File: src/rtl/vae_pkg.sv
// Shared types and helpers for the VAE datapath lanes.
package vae_pkg;

  typedef enum logic [1:0] {
    IDLE  = 2'd0,
    ACCUM = 2'd1,
    DRAIN = 2'd2,
    OUT   = 2'd3
  } state_e;

  // Widest accumulator any lane hands to sat_trunc; callers sign-extend to this.
  localparam int SAT_MAX_W = 64;
  localparam logic signed [SAT_MAX_W-1:0] SAT_ONE = 64'sd1;

  // Arithmetic shift right by frac (truncates toward -inf), then clamp to a
  // signed out_w-bit range. Callers keep the low out_w bits of the result.
  function automatic logic signed [SAT_MAX_W-1:0] sat_trunc(
    input logic signed [SAT_MAX_W-1:0] v,
    input int                          out_w,
    input int                          frac
  );
    logic signed [SAT_MAX_W-1:0] sh, hi, lo, r;
    sh = v >>> frac;
    hi = (SAT_ONE <<< (out_w - 1)) - SAT_ONE;
    lo = -(SAT_ONE <<< (out_w - 1));
    if (sh > hi)      r = hi;
    else if (sh < lo) r = lo;
    else              r = sh;
    return r;
  endfunction

endpackage

File: src/rtl/register.sv
// Plain synchronous register with clear. The enable input is not used; owners
// gate loads by feeding q back into d.
module register #(
  parameter int W = 8
) (
  input  logic         clk,
  input  logic         rst_n,
  input  logic         en,
  input  logic         clr,
  input  logic [W-1:0] d,
  output logic [W-1:0] q
);

  logic unused_en;
  assign unused_en = en;

  // Reset or clear wins, otherwise load d every cycle.
  always_ff @(posedge clk) begin
    if (!rst_n || clr) q <= '0;
    else               q <= d;
  end

endmodule

File: src/rtl/dot_seq_ctrl.sv
// Dot-product lane sequencer: takes a start/len command, streams operand
// pairs through a product register into a wide accumulator, and returns one
// saturated Q-format result over a valid/ready handshake.
module dot_seq_ctrl
  import vae_pkg::*;
#(
  parameter int WIDTH   = 16,
  parameter int FRAC    = 8,
  parameter int MAX_LEN = 256,
  parameter int LEN_W   = $clog2(MAX_LEN + 1),
  parameter int ACC_W   = 2 * WIDTH + LEN_W
) (
  input  logic                    clk,
  input  logic                    rst_n,
  input  logic                    start,
  input  logic [LEN_W-1:0]        len,
  output logic                    busy,
  input  logic                    in_valid,
  output logic                    in_ready,
  input  logic signed [WIDTH-1:0] a,
  input  logic signed [WIDTH-1:0] b,
  output logic                    out_valid,
  input  logic                    out_ready,
  output logic signed [WIDTH-1:0] out_data
);

  localparam int PROD_W = 2 * WIDTH;

  state_e                      state_q;
  logic [LEN_W-1:0]            len_q, count_q, len_eff;
  logic                        prod_vld_q, busy_q, out_valid_q;
  logic                        beat, start_acc;
  logic signed [PROD_W-1:0]    mul;
  logic [PROD_W-1:0]           prod_d, prod_q;
  logic [ACC_W-1:0]            acc_d, acc_q;
  logic [WIDTH-1:0]            res_d, res_q;
  logic signed [SAT_MAX_W-1:0] acc_ext, sat_full;
  logic [SAT_MAX_W-WIDTH-1:0]  unused_sat_hi;

  assign len_eff   = (len > LEN_W'(MAX_LEN)) ? LEN_W'(MAX_LEN) : len;
  assign in_ready  = (state_q == ACCUM) && (count_q < len_q);
  assign beat      = in_valid && in_ready;
  assign start_acc = (state_q == IDLE) && start;

  // Datapath next-state: product loads on a beat, accumulator adds the
  // pending product, result captures on the DRAIN cycle. The result uses
  // acc_d so the last product is included in the same edge.
  assign mul     = PROD_W'(a) * PROD_W'(b);
  assign prod_d  = beat ? mul : prod_q;
  assign acc_d   = prod_vld_q ? acc_q + {{LEN_W{prod_q[PROD_W-1]}}, prod_q} : acc_q;
  assign acc_ext = {{(SAT_MAX_W-ACC_W){acc_d[ACC_W-1]}}, acc_d};
  assign sat_full      = sat_trunc(acc_ext, WIDTH, FRAC);
  assign unused_sat_hi = sat_full[SAT_MAX_W-1:WIDTH];
  assign res_d   = (state_q == DRAIN) ? sat_full[WIDTH-1:0] : res_q;

  register #(.W(PROD_W)) u_prod (
    .clk(clk), .rst_n(rst_n), .en(1'b1), .clr(start_acc), .d(prod_d), .q(prod_q)
  );

  register #(.W(ACC_W)) u_acc (
    .clk(clk), .rst_n(rst_n), .en(1'b1), .clr(start_acc), .d(acc_d), .q(acc_q)
  );

  register #(.W(WIDTH)) u_res (
    .clk(clk), .rst_n(rst_n), .en(1'b1), .clr(1'b0), .d(res_d), .q(res_q)
  );

  // Control FSM with beat counter and registered handshake outputs.
  always_ff @(posedge clk) begin
    if (!rst_n) begin
      state_q     <= IDLE;
      len_q       <= '0;
      count_q     <= '0;
      prod_vld_q  <= 1'b0;
      busy_q      <= 1'b0;
      out_valid_q <= 1'b0;
    end else begin
      case (state_q)
        IDLE: begin
          if (start) begin
            len_q      <= len_eff;
            count_q    <= '0;
            prod_vld_q <= 1'b0;
            busy_q     <= 1'b1;
            state_q    <= (len_eff == '0) ? DRAIN : ACCUM;
          end
        end
        ACCUM: begin
          prod_vld_q <= beat;
          if (beat) begin
            count_q <= count_q + 1'b1;
            if (count_q + 1'b1 == len_q) state_q <= DRAIN;
          end
        end
        DRAIN: begin
          prod_vld_q  <= 1'b0;
          out_valid_q <= 1'b1;
          state_q     <= OUT;
        end
        OUT: begin
          if (out_ready) begin
            out_valid_q <= 1'b0;
            busy_q      <= 1'b0;
            state_q     <= IDLE;
          end
        end
        default: state_q <= IDLE;
      endcase
    end
  end

  assign busy      = busy_q;
  assign out_valid = out_valid_q;
  assign out_data  = res_q;

endmodule

File: config.mk
export PLATFORM = sky130hd
export DESIGN_NAME = dot_seq_ctrl
export DESIGN_NICKNAME = d
export VERILOG_FILES = /design/src/rtl/vae_pkg.sv /design/src/rtl/register.sv /design/src/rtl/dot_seq_ctrl.sv
export SDC_FILE = /design/constraint.sdc
export NUM_CORES = 1
export LEC_CHECK = 0
export ABC_AREA = 1
export BUFFER_PORTS_ARGS = -buffer_cell sky130_fd_sc_hd__buf_2
export CELL_PAD_IN_SITES_DETAIL_PLACEMENT = 1
export CELL_PAD_IN_SITES_GLOBAL_PLACEMENT = 2
export CORE_MARGIN = 3
export CORE_UTILIZATION = 35
export CTS_CLUSTER_SIZE = 8
export DETAILED_ROUTE_END_ITERATION = 12
export PLACE_DENSITY = 0.74
export SETUP_SLACK_MARGIN = 0.15
export SYNTH_ARGS = -nofsm -noshare
export SYNTH_HDL_FRONTEND = slang
export SYNTH_SLANG_ARGS = --single-unit
export TNS_END_PERCENT = 100
File: constraint.sdc
create_clock -name clk -period 9.1 [get_ports clk]
set_input_delay 1.82 -clock clk [delete_from_list [all_inputs] [get_ports clk]]
set_output_delay 1.82 -clock clk [all_outputs]
set_load 0.02 [all_outputs]
### Word level (Yosys, flattened, before mapping)

Cells that the tools add are included.

| word-level totals | value |
|---|---|
| flip-flop bits (word level) | 112 |
| input port bits | 46 |
| output and inout bits | 19 |
| logic and storage cells | 61 |

| cells by class | value |
|---|---|
| add/sub/neg operators | 2 |
| $mul | 1 |
| magnitude comparators | 4 |
| equal/unequal tests | 8 |
| muxes and demuxes | 19 |
| reductions and logical operators | 17 |

Operators with widths:

| operator | number |
|---|---|
| 41-bit adder | 1 |
| 41-bit 2-to-1 mux | 1 |
| 33-bit by 16-bit > comparator with 1-bit output (second input constant) | 1 |
| 33-bit by 16-bit < comparator with 1-bit output (second input constant) | 1 |
| 16-bit by 16-bit multiplier with 32-bit output | 1 |
| 16-bit 2-to-1 mux | 2 |
| 9-bit 2-to-1 mux | 3 |
| 9-bit case mux with 2 select lines | 1 |
| 2-bit 2-to-1 mux | 5 |
| 9-bit by 1-bit adder with 9-bit output (second input constant) | 1 |
| 9-bit == test | 1 |
| 9-bit > comparator (second input constant) | 1 |
| 9-bit logical NOT | 1 |
| 9-bit < comparator | 1 |
| 2-bit case mux with 4 select lines | 1 |
| 2-bit != test (second input constant) | 3 |
| 2-bit AND reduction | 3 |
| 3-bit AND reduction | 2 |
| 2-bit nonzero test | 3 |
| 2-bit == test (second input constant) | 2 |
| 1-bit case mux with 2 select lines | 2 |
| 4-bit AND reduction | 1 |
| 1-bit logical AND | 3 |
| 1-bit 2-to-1 mux | 3 |
| other kinds (7) | 7 |

### Longest topological paths before layout

| logic depth | value |
|---|---|
| word-level depth | 6 |
| gate-level depth with buffers | 30 |
| depth with buffers taken out | 28 |

### Modules after synthesis

Synthesis repeated with hierarchy kept, for this count alone.

| second synthesis, totals | value |
|---|---|
| cell total of the unflattened synthesis | 2751 |
| area total of the unflattened synthesis | 19037.0 sq um |

By module, submodules not included:

| module | times used | cells each | area each (sq um) | seq. area each (sq um) |
|---|---|---|---|---|
| dot_seq_ctrl | 1 | 2470 | 16216.8 | 460.4 |
| register at u_acc | 1 | 129 | 1323.8 | 820.8 |
| register at u_prod | 1 | 101 | 999.7 | 640.6 |
| register at u_res | 1 | 51 | 496.7 | 320.3 |

### Worst setup path before layout

OpenSTA, ideal clock, no wires.

| timing path | value |
|---|---|
| path type | input-to-reg |
| from | input b[4] |
| to | register u_prod.q[29] |
| setup time | 116 ps |
| arrival time | 7610 ps |
| data required time | 8984 ps |
| setup slack | 1373 ps |
| cell stages on the path | 24 |
| path buffers | 2 |
| cells stage by stage | clkbuf_1 clkbuf_1 nand2_1 inv_1 fa_1 fa_1 inv_1 fa_1 fa_1 fa_1 fa_1 inv_1 ha_1 nand2_1 nor4_1 nand2_1 o211ai_1 nand3_1 nand2_1 a21oi_1 xor2_1 nand2_1 o211ai_1 inv_1 |

| between the ends | value |
|---|---|
| cells in the longest elaborated chain, start to end | 1 |

Ends and longest elaborated chain:

| item | line | RTL |
|---|---|---|
| start, declared | dot_seq_ctrl.sv:21 | `input logic signed [WIDTH-1:0] b,` |
| 16-bit by 16-bit multiplier with 32-bit output | dot_seq_ctrl.sv:48 | `assign mul = PROD_W'(a) * PROD_W'(b);` |
| end signal, assigned | register.sv:19 | `if (!rst_n \|\| clr) q <= '0;` |
| end signal, assigned | register.sv:20 | `else q <= d;` |
| end, declared | register.sv:11 | `output logic [W-1:0] q` |

No other way between the ends.
A chain may end at the register's enable or synchronous reset.

### Final worst setup path

| timing path | value |
|---|---|
| from | input a[15] |
| to | register u_prod.q[29] |

| between the ends | value |
|---|---|
| cells in the longest elaborated chain, start to end | 1 |

Ends and longest elaborated chain:

| item | line | RTL |
|---|---|---|
| start, declared | dot_seq_ctrl.sv:20 | `input logic signed [WIDTH-1:0] a,` |
| 16-bit by 16-bit multiplier with 32-bit output | dot_seq_ctrl.sv:48 |  |

No other way between the ends.

==> flow_metrics.env <==
export IMPL_detail_route_wirelength_mm=55.7
export IMPL_max_freq_mhz=128
export IMPL_yosys_register_bits=112
export IMPL_ff2ff_setup_slack_ps=5020
export IMPL_cts_sinks=112
export IMPL_path_clk_slew_ps=80
export IMPL_area_growth_pct=6.30
export IMPL_tightestPinTransition_ps=1100
export IMPL_reg2regPathDepth=15
export IMPL_r2r_start="u_prod.q[31]$_SDFFE_PP0P_"
export IMPL_synth_area_sq_mm=0.0184
export IMPL_cts_tree="done"
export IMPL_io_pins=65
export IMPL_post_route_util_pct=37.9
export IMPL_routabilityCongestion=0.891
export IMPL_nets=3071
export IMPL_finalMaxSlewViolations=0
export IMPL_htree_levels=3
export IMPL_synth_edf_count=0
export IMPL_grt_total_usage_pct=20.9
export IMPL_rows=83
export IMPL_post_route_drc_count=0
export IMPL_synth_warnings=0
export IMPL_design_area_sq_mm=0.0196
export IMPL_grt_pass1_vias=17200
export IMPL_coreArea_sq_mm=0.0517
export IMPL_drive_gt1_share_pct=6.20
export IMPL_dp_hpwl_mm=47.6
export IMPL_min_path_type="flip-flop to flip-flop"
export IMPL_cts_resized_gates=0
export IMPL_wire_per_inst_um=16.8
export IMPL_die_x_um=236
export IMPL_hold_path_startpoint="u_res.q[15]$_SDFFE_PN0P_"
export IMPL_antenna_found_initial=0
export IMPL_grt_overflow_total=0
export IMPL_syn_num_nets=3079
export IMPL_final_setup_skew_ps=13.0
export IMPL_ys_types=49
export IMPL_synthTopCellsByArea="fa_1 29%, nand2_1 13%, inv_1 13%"
export IMPL_drt_iter0_drc=568
export IMPL_cts_root_buffer="clkbuf_16"
export IMPL_hold_path_depth=2
export IMPL_tns_ps=0
export IMPL_post_cts_buffers=0
export IMPL_setup_viol=0
export IMPL_placed_cell_area_sq_mm=0.0193
export IMPL_grt_pass1_wl_mm=92.8
export IMPL_die_h_um=236
export IMPL_clk_latency_ps=390
export IMPL_critical_path_peak_fanout=16
export IMPL_port_buffers=64
export IMPL_arrival_ps=8100
export IMPL_cts_buffers=9
export IMPL_async_flop_share_pct=0
export IMPL_start_kind="input port"
export IMPL_initial_utilization_pct=35.7
export IMPL_hold_end="u_res.q[15]$_SDFFE_PN0P_"
export IMPL_fill_cells=6641
export IMPL_synth_top_area_cell="fa_1"
export IMPL_seq_area_frac_synth_pct=12.2
export IMPL_synthFlopType="dfxtp_1"
export IMPL_grt_max_degree=56
export IMPL_cts_hold_buf=0
export IMPL_critical_path_class="input port to flip-flop"
export IMPL_worstSetupEndpointType="flip-flop"
export IMPL_clk_path_buf_depth=2
export IMPL_syn_area_per_cell_sq_um=7.01
export IMPL_netlist_instances=2632
export IMPL_synth_top_area_share_pct=28.5
export IMPL_status="finished, final reports clean"
export IMPL_antenna_left=0
export IMPL_required_ps=9380
export IMPL_max_cap_violations=0
export IMPL_antenna_cells=0
export IMPL_finalHoldViolations=0
export IMPL_fin_crit_sh_pct=86.0
export IMPL_dr_pass1_iters=5
export IMPL_ys_top_cells_by_count="659 x nand2_1, 651 x inv_1, 263 x fa_1, 215 x nor2_1, 138 x ha_1"
export IMPL_rsz0062_at_grt="false"
export IMPL_post_route_min_period_ps=7820
export IMPL_synth_most_common_cell="nand2_1"
export IMPL_viasPerCell=4.76
export IMPL_slew_headroom_pct=26.6
export IMPL_reg2reg_to="u_res.q[0]$_SDFFE_PN0P_"
export IMPL_die_area_sq_mm=0.0555
export IMPL_num_vias=15700
==> registers in the layout, summed over array words and instances (netlist names) <==
signal and count:
prod_vld_q 1, u_acc.q 41, state_q 2, count_q 9, u_prod.q 32, busy 1
u_res.q 16, len_q 9, out_valid 1
==> metrics by stage <==
stage               setup slack, ps  hold WS [ps]  std cells
floorplan                      1370           435       2632
global placement                961           452       3293
detailed placement              873           469       3293
CTS                            1250           483       3309
global route                    759           502       3309
finish                         1280           479       3309
==> layout by cell type (no fill, tap or decap), drive strengths merged, types with 7 or more instances in the layout <==
master | Yosys | final
a211oi | 9 | 9
o21ai | 84 | 84
nand4 | 14 | 14
clkinv | 4 | 9
ha | 138 | 138
buf | 12 | 70
inv | 663 | 664
or2 | 19 | 19
nand2 | 678 | 678
dfxtp | 112 | 112
xnor2 | 17 | 17
nor2 | 225 | 225
nand3 | 78 | 78
mux2i | 15 | 15
clkbuf | 77 | 9
a21oi | 119 | 119
nor3 | 9 | 9
xor2 | 48 | 48
o211ai | 7 | 7
fa | 263 | 263
==> cells by family (layout without fill, tap and decap cells) <==
group                      count (synthesis)  after routing  synth area share, %
and+or+nand+nor                         1037           1037                 23.0
AOI/OAI and AO/OA                        246            246                 7.54
adders and majority gates                401            401                 37.9
buffers and inverters                    756            753                 15.5
xor gates and xnor gates                  65             65                 3.09
DFF                                      112            112                 12.2
muxes                                     15             15                0.814
==> final cells by class <==
| type | instances | area, sq um | share of cell area (%) |
|---|---|---|---|
| timing repair buffer | 70 | 365 | 1.86 |
| inverter | 667 | 2500 | 12.8 |
| multi-input combinational | 1764 | 13300 | 68.0 |
| clock inverter | 7 | 81.3 | 0.415 |
| tap | 680 | 851 | 4.34 |
| sequential | 112 | 2240 | 11.4 |
| clock buffer | 9 | 225 | 1.15 |
==> worst max path at each step <==
stage | from | endpoint | slack (ps) | cells after the start
final | a[15] | u_prod.q[29]$_SDFFE_PP0P_ | 1280 | 23
after global routing | a[15] | u_prod.q[29]$_SDFFE_PP0P_ | 760 | 25
after CTS | a[15] | u_prod.q[29]$_SDFFE_PP0P_ | 1250 | 23
after detailed placement | a[15] | u_prod.q[29]$_SDFFE_PP0P_ | 870 | 23
after global placement | b[4] | u_prod.q[29]$_SDFFE_PP0P_ | 960 | 23
after floorplan | b[4] | u_prod.q[29]$_SDFFE_PP0P_ | 1370 | 24
==> critical path: stages <==
cell      delay (ps)
buf_2            320
nand2_1          160
inv_1            150
fa_1             490
fa_1             950
inv_1            140
fa_1             550
fa_1             440
fa_1             520
fa_1             540
inv_1             40
ha_1             340
nand2_1          130
nor4_1           360
nand2_1           90
o211ai_1         320
nand3_1          150
nand2_1          120
a21oi_1           80
xor2_1           140
nand2_1           70
o211ai_1         110
inv_1             60
==> metal layers <==
metal  wire [um]  share of wire [%]  track usage (%)  up-vias
li1            -                  -                -     7733
met1       26900                 48             28.7     7858
met2       26900                 48             36.1      120
met3        1300                2.3             2.47       31
met4         554               0.99             2.71        0
met5           0                  0                0        -
Power is left out: the tool's default activity adds up to more than one toggle a clock period on the data nets, which glitch-free logic cannot reach.
